File: src/rtl/mem_addr_loader.sv
// mem_addr_loader: memory-side front end for a 16x8 asynchronous SRAM.
// Run mode: holds the MAR and performs bus-to-RAM writes on request.
// Program mode: accepts a byte stream over valid/ready and writes it to
// addresses 0..15 in order. Each write is a setup/strobe/hold sequence so
// the SRAM never sees address or data move while write-enable is low.
module mem_addr_loader (
    input  logic       clk,
    input  logic       reset,
    input  logic       prog_mode,
    input  logic [7:0] bus_in,
    input  logic       mar_in_n,
    input  logic       ram_in_n,
    input  logic [7:0] ld_data,
    input  logic       ld_valid,
    output logic       ld_ready,
    output logic       ld_done,
    output logic       busy,
    output logic [3:0] mem_address,
    output logic [7:0] mem_data,
    output logic       mem_write_enable_n
);

    typedef enum logic [1:0] {
        ST_IDLE   = 2'd0,
        ST_SETUP  = 2'd1,
        ST_STROBE = 2'd2,
        ST_HOLD   = 2'd3
    } state_t;

    state_t     state_r;
    state_t     state_next_s;
    logic [3:0] mar_r;
    logic [3:0] load_ptr_r;
    logic [3:0] wr_addr_r;
    logic [7:0] wr_data_r;
    logic       done_r;
    logic       prog_wr_r;     // ownership of the write in flight, latched at capture
    logic       we_n_r;
    logic       ld_ready_s;
    logic       start_s;

    // State register: synchronous reset forces IDLE on the next edge.
    always_ff @(posedge clk) begin
        if (reset) begin
            state_r <= ST_IDLE;
        end else begin
            state_r <= state_next_s;
        end
    end

    // Next-state logic: a started write always runs the full three phases.
    always_comb begin
        state_next_s = ST_IDLE;
        if (prog_mode) begin
            start_s = ld_valid & ld_ready_s;
        end else begin
            start_s = ~ram_in_n;
        end
        case (state_r)
            ST_IDLE: begin
                if (start_s) begin
                    state_next_s = ST_SETUP;
                end else begin
                    state_next_s = ST_IDLE;
                end
            end
            ST_SETUP:  state_next_s = ST_STROBE;
            ST_STROBE: state_next_s = ST_HOLD;
            ST_HOLD:   state_next_s = ST_IDLE;
            default:   state_next_s = ST_IDLE;
        endcase
    end

    // Output logic: address mux, handshake and status decode.
    always_comb begin
        ld_ready_s         = prog_mode & (state_r == ST_IDLE) & ~done_r & ~reset;
        ld_ready           = ld_ready_s;
        ld_done            = done_r;
        busy               = (state_r != ST_IDLE);
        mem_data           = wr_data_r;
        mem_write_enable_n = we_n_r;
        mem_address        = mar_r;
        if (state_r != ST_IDLE) begin
            mem_address = wr_addr_r;
        end else if (prog_mode) begin
            mem_address = load_ptr_r;
        end else begin
            mem_address = mar_r;
        end
    end

    // Write-enable flop: low exactly for the cycle spent in STROBE.
    always_ff @(posedge clk) begin
        if (reset) begin
            we_n_r <= 1'b1;
        end else begin
            we_n_r <= (state_next_s != ST_STROBE);
        end
    end

    // MAR: loads from the bus in run mode regardless of write state.
    always_ff @(posedge clk) begin
        if (reset) begin
            mar_r <= 4'd0;
        end else if (!mar_in_n && !prog_mode) begin
            mar_r <= bus_in[3:0];
        end
    end

    // Write capture: address/data frozen from the capture edge until HOLD ends.
    always_ff @(posedge clk) begin
        if (reset) begin
            wr_addr_r <= 4'd0;
            wr_data_r <= 8'd0;
            prog_wr_r <= 1'b0;
        end else if ((state_r == ST_IDLE) && start_s) begin
            prog_wr_r <= prog_mode;
            if (prog_mode) begin
                wr_addr_r <= load_ptr_r;
                wr_data_r <= ld_data;
            end else begin
                wr_addr_r <= mar_r;   // pre-load MAR value on a shared edge
                wr_data_r <= bus_in;
            end
        end
    end

    // Loader pointer and done flag: advance after a program write, clear in run idle.
    always_ff @(posedge clk) begin
        if (reset) begin
            load_ptr_r <= 4'd0;
            done_r     <= 1'b0;
        end else if ((state_r == ST_HOLD) && prog_wr_r) begin
            load_ptr_r <= load_ptr_r + 4'd1;
            if (wr_addr_r == 4'hF) begin
                done_r <= 1'b1;
            end
        end else if ((state_r == ST_IDLE) && !prog_mode) begin
            load_ptr_r <= 4'd0;
            done_r     <= 1'b0;
        end
    end

endmodule

File: config.mk
export PLATFORM = sky130hd
export DESIGN_NAME = mem_addr_loader
export DESIGN_NICKNAME = d
export VERILOG_FILES = /design/src/rtl/mem_addr_loader.sv
export SDC_FILE = /design/constraint.sdc
export NUM_CORES = 1
export LEC_CHECK = 0
export ABC_AREA = 1
export BUFFER_PORTS_ARGS = -buffer_cell sky130_fd_sc_hd__buf_2
export CORE_MARGIN = 1
export CORE_UTILIZATION = 48
export CTS_BUF_LIST = sky130_fd_sc_hd__clkbuf_4 sky130_fd_sc_hd__clkbuf_8
export DETAILED_ROUTE_END_ITERATION = 10
export PLACE_DENSITY = 0.84
export SLEW_MARGIN = 40
export SYNTH_ARGS = -nofsm -noshare
export SYNTH_HDL_FRONTEND = slang
export SYNTH_SLANG_ARGS = --single-unit
File: constraint.sdc
create_clock -name clk -period 1.35 [get_ports clk]
set_input_delay 0 -clock clk [delete_from_list [all_inputs] [get_ports clk]]
set_output_delay 0 -clock clk [all_outputs]
set_load 0.005 [all_outputs]
# After elaboration in Yosys (flattened, before gate mapping)
# Cells that the tools add are included.
# op_classes
addsub	1
n_mul	0
n_div	0
magnitude_cmp	0
eq_ne	6
shift	0
mux	11
bitwise_logic	7
reduce_logical	10
# ops
operator	n
4-bit 2-to-1 mux	4
8-bit 2-to-1 mux	1
2-bit case mux with 4 select lines	1
1-bit 2-to-1 mux	5
4-bit by 1-bit adder with 4-bit output (second input constant)	1
1-bit AND	4
2-bit equality test (second input constant)	2
4-bit equality test (second input constant)	1
1-bit logical AND	4
2-bit nonzero test	2
1-bit NOT	3
2-bit by 1-bit equality test with 1-bit output (second input constant)	1
1-bit zero test	2
2-bit zero test	1
2-bit by 1-bit != test with 1-bit output (second input constant)	1
2-bit != test (second input constant)	1
2-bit AND reduction	1
# totals
reg_bits	25
latchBits	0
ramBits	0
rom_bits	0
out_inout_bits	16
elab_cells	43
n_memories	0

# Depth between registers and ports, before layout
# depth
word_depth	9
ltp_mapped	11
depth_no_buf	9

# Worst setup path after synthesis
# OpenSTA, ideal clock, no wires.
# synth_timing
path_kind	flip-flop to flip-flop
startpoint	register state_r[0]
endpoint	register wr_data_r[4] (netlist: mem_data[4])
arrival_ns	1.298
required_time_ns	1.235
slack_ns	-0.063
path_stages_with_launch	11
n_path_buf	2
synth_period_minus_slack_ns	1.413
path_cell_list	dfxtp_1 -> inv_1 -> ha_1 -> buf_4 -> nand2_2 -> inv_2 -> nand3_4 -> nand2_8 -> buf_12 -> a21oi_1 -> nor2_1
# synth_via
elab_chain_cells	7
# synth_rtl
element	line	rtl
from (decl)	30	state_t state_r;
from (signal assigned)	47	state_r <= state_next_s;
2-bit zero test *	76, 116	
1-bit AND (3 in series)	76	ld_ready_s = prog_mode & (state_r == ST_IDLE) & ~done_r & ~reset;
1-bit AND	55	start_s = ld_valid & ld_ready_s;
1-bit 2-to-1 mux	54	if (prog_mode) begin
1-bit logical AND *	116	end else if ((state_r == ST_IDLE) && start_s) begin
to (signal assigned)	120	wr_data_r <= ld_data;
to (signal assigned)	123	wr_data_r <= bus_in;
to (decl)	35	logic [7:0] wr_data_r;
# Every way passes the cells marked *; elsewhere a longest branch is shown, timed or not.
# A chain may end at the register's enable or synchronous reset.

# Worst setup path after layout
# layout_timing
startpoint	register state_r[1]
endpoint	output mem_address[3]
# layout_via
elab_chain_cells	2
# layout_rtl
element	line	rtl
2-bit nonzero test	83	if (state_r != ST_IDLE) begin
4-bit 2-to-1 mux	83	
to (decl)	18	output logic [3:0] mem_address,
# Every way passes these cells.

==> insert_results.sql <==
INSERT INTO impl_metrics (metric_group, metric, value, unit) VALUES
('run', 'max-cap-violations', '0', ''),
('clock_tree', 'insertion_delay', '320', 'ps'),
('setup_path', 'worst_ep_arrival_time', '1360', 'ps'),
('finish', 'final_area', '1840', 'um^2'),
('yosys', 'yosys_register_bits', '25', ''),
('yosys', 'post_synth.cell_area_avg', '7.49', 'um^2'),
('grt', 'wire_length_of_the_first_global_routing_pass', '5230', 'um'),
('setup_path', 'worstPathMaxFanout', '5', ''),
('yosys', 'ys_dominant_reg_cell', 'dfxtp_1', ''),
('yosys', 'synthesis.yosys.warnings', '0', ''),
('floorplan', 'die_w', '54.8', 'um'),
('clock_tree', 'cts_tree', 'built', ''),
('grt', 'global_route_total_overflow', '0', ''),
('timing', 'post-route-period-util', '1.01', ''),
('run_status', 'run_status', 'complete, but fails checks', ''),
('detailed_routing', 'detail_route.wirelength', '3900', 'um'),
('finish', 'diodes', '0', ''),
('timing', 'report.final.slew_viol_count', '0', ''),
('setup_path', 'critical_path.max_stage_delay', '380', 'ps'),
('finish', 'nFillCells', '190', ''),
('grt', 'grt_max_degree', '26', ''),
('clock_tree', 'clk_pin_slew_worst_paths', '130', 'ps'),
('clock_tree', 'cts_max_path_buffers', '2', ''),
('clock_tree', 'clock_tree.root_cell', 'clkbuf_4', ''),
('yosys', 'number_of_distinct_library_cells_after_synthesis', '29', ''),
('finish', 'area_growth', '37.3', '%'),
('finish', 'share_of_post_route_cells_with_drive_strength_above_1', '0.386', ''),
('floorplan', 'ios', '38', ''),
('pwr', 'power_per_cell_area', '1620', 'nW/um^2'),
('yosys', 'post_synth_inst_count', '179', ''),
('setup_path', 'critical-path-slowest-cell', 'dfxtp_2', ''),
('grt', 'total_routing_usage_reported_by_global_routing', '0.246', ''),
('floorplan', 'design.core.area', '2570', 'um^2'),
('timing', 'max_slew.worst_pin.slew', '444', 'ps'),
('timing', 'max-slew-margin-rel', '0.701', ''),
('setup_path', 'crit_path_end_kind', 'primary output', ''),
('timing', 'max_clock_freq', '733', 'MHz'),
('detailed_routing', 'detailedRoute.firstPassIterationCount', '4', ''),
('worst_hold_path', 'min_path_type', 'in2reg', ''),
('setup_path', 'critical_path_launch_point_type', 'register', ''),
('floorplan', 'fp-row-count', '18', ''),
('placement', 'postPlaceCellArea', '1550', 'um^2'),
('finish', 'fin_nets', '265', ''),
('timing', 'min_period', '1360', 'ps'),
('placement', 'io_buffers', '37', ''),
('placement', 'dpl.hpwl', '2250', 'um'),
('timing', 'unrepaired_setup_endpoints_after_global_routing', 'true', ''),
('setup_path', 'critPathRequiredTime', '1350', 'ps'),
('detailed_routing', 'final_antenna_net_count', '0', ''),
('grt', 'vias_in_the_first_global_route', '1240', ''),
('clock_tree', 'clkSinkCount', '25', ''),
('pwr', 'p_leak', '0.000848', 'uW'),
('timing', 'worst_clock_skew', '3.84', 'ps'),
('detailed_routing', 'remaining_drc_errors', '0', ''),
('grt', 'grt_antenna_before_repair', '0', ''),
('placement', 'place_congestion', '0.842', ''),
('run_status', 'failed_checks', 'negative setup slack', ''),
('timing', 'setup_slack', '-14.2', 'ps'),
('yosys', 'synth_edf_count', '0', ''),
('clock_tree', 'cts_max_level', '1', ''),
('detailed_routing', 'avgViaCountPerCell', '5.50', ''),
('yosys', 'synth_async_sr_flop_share', '0', ''),
('clock_tree', 'cts_made_buffers', '3', ''),
('floorplan', 'floorplan.die_area', '3010', 'um^2'),
('timing', 'hold_violations', '0', ''),
('floorplan', 'initial_core_util', '0.522', ''),
('floorplan', 'vertical_extent_of_the_die', '54.8', 'um'),
('pwr', 'worst_ir_drop_vdd', '0.00131', 'V'),
('detailed_routing', 'detailroute.via_count', '1463', ''),
('timing', 'totalNegativeSetupSlack', '-49.9', 'ps'),
('yosys', 'synth_area', '1340', 'um^2'),
('timing', 'setup_violations', '7', ''),
('yosys', 'synth_seq_area_share', '0.373', ''),
('yosys', 'synth.net_count', '207', ''),
('detailed_routing', 'drt_iter0_drc', '65', ''),
('setup_path', 'crit_chain', 'inv_4 -> ha_4 -> buf_8 -> inv_8 -> nand2_1 -> o21ai_2 -> buf_2', ''),
('setup_path', 'path_class', 'reg2out', ''),
('detailed_routing', 'wl_per_cell', '14.7', 'um');
## through the flow
stage	total power [uW]	instances	util	worst slack, ps	hold slack (ps)
after floorplan	1840	179	-	-7.15	148
after global placement	2120	245	0.602	93.1	268
after detailed placement	2160	245	0.602	34.1	272
after CTS	2700	261	0.666	-17.1	5.13
after global routing	3210	266	0.717	-112	51.2
final	2990	266	0.717	-14.2	30.1
## power by group
group | internal, uW | total (uW) | switching, uW | leakage, uW
Combinational | 706 | 1640 | 932 | 0.000624
Sequential | 889 | 990 | 102 | 0.000205
Clock | 136 | 361 | 225 | 0.0000184
Total | 1730 | 2990 | 1260 | 0.000848
## cell families (layout without fill, tap and decap cells)
kind of cell    count (synthesis)  count (layout)  share of synthesized area
buf+inv                        23              78                     0.0990
xor+xnor                        1               1                    0.00654
simple gates                   85              87                      0.289
fa+ha+maj                       6               6                     0.0560
compound gates                 39              39                      0.176
flops                          25              25                      0.373
## layout make-up
cell class                      count  area, um^2  share of cell area
Clock buffer                        4        30.0              0.0163
Inverter                           14        62.6              0.0340
Multi-Input combinational cell    133         821               0.446
Sequential cell                    25         503               0.273
Tap cell                           30        37.5              0.0204
Timing Repair Buffer               59         380               0.207
Timing Repair inverter              1        6.26             0.00340
## cell usage after synthesis, types with 2 or more instances
| cell | n | area share |
|---|---|---|
| nand2_1 | 42 | 0.12 |
| a21oi_1 | 14 | 0.052 |
| nand3_1 | 18 | 0.067 |
| nor2_1 | 17 | 0.048 |
| inv_1 | 11 | 0.031 |
| buf_2 | 3 | 0.011 |
| o21ai_0 | 11 | 0.041 |
| clkinv_1 | 2 | 0.0056 |
| dfxtp_1 | 25 | 0.37 |
| a21boi_0 | 8 | 0.045 |
| a21oi_2 | 4 | 0.026 |
| buf_4 | 2 | 0.011 |
| ha_1 | 6 | 0.056 |
## cells in the final DEF (no fill, tap or decap)
master and n:
a211oi_1 1, a21boi_0 8, a21oi_1 14, a21oi_2 4
buf_2 37, buf_4 12, buf_8 1, clkbuf_4 4
clkinv_1 1, dfxtp_1 23, dfxtp_2 2, dlygate4sd3_1 9
ha_1 5, ha_4 1, inv_1 8, inv_2 3
inv_4 2, inv_8 1, nand2_1 39, nand2_2 4
nand2_4 1, nand2_8 2, nand3_1 8, nand3_2 10
nand3_4 1, nand4_1 1, nor2_1 17, nor2_2 1
nor3_2 1, o211ai_1 1, o21ai_0 6, o21ai_1 3
o21ai_2 2, or2_2 1, or2_4 1, xor2_1 1
## registers in the layout, summed over array words and instances, names as in the netlist
| register | count |
|---|---|
| mem_data | 8 |
| load_ptr_r | 4 |
| mar_r | 4 |
| wr_addr_r | 4 |
| state_r | 2 |
| ld_done | 1 |
| mem_write_enable_n | 1 |
| prog_wr_r | 1 |
## worst paths after layout
| check | from | end | slack, ps | depth (start not counted) |
|---|---|---|---|---|
| worst min-delay path | bus_in[7] | mem_data[7] | 30 | 5 |
| worst max register to register | state_r[1] | mem_data[1] | -10 | 9 |
| worst max-delay path | state_r[1] | mem_address[3] | -10 | 7 |
| worst min register to register | load_ptr_r[3] | load_ptr_r[3] | 480 | 2 |
## metal layers
layer / global-route usage / up-vias / share of wire
li1: - / 700 / -
met1: 0.290 / 674 / 0.40
met2: 0.416 / 79 / 0.50
met3: 0.0667 / 10 / 0.072
met4: 0.0983 / 0 / 0.021
met5: 0 / - / 0
## worst max-delay path, delay by kind of cell (launching register included)
kind,cells,cell delay [ps]
AOI/OAI and AO/OA,1,60
adders and majority gates,1,170
buffers and inverters,4,360
DFF,1,380
and+or+nand+nor,1,60
## what timing repair did
action / in CTS / in global routing
setup endpoints to repair: 5 / 19
endpoints found under the hold margin: 6 / 0
setup buffers: 3 / 2
pin swaps: 0 / 8
hold buffers: 9 / 0
resized for setup: 9 / 22
cloned: 0 / 3
(Power assumes the default switching activity.)
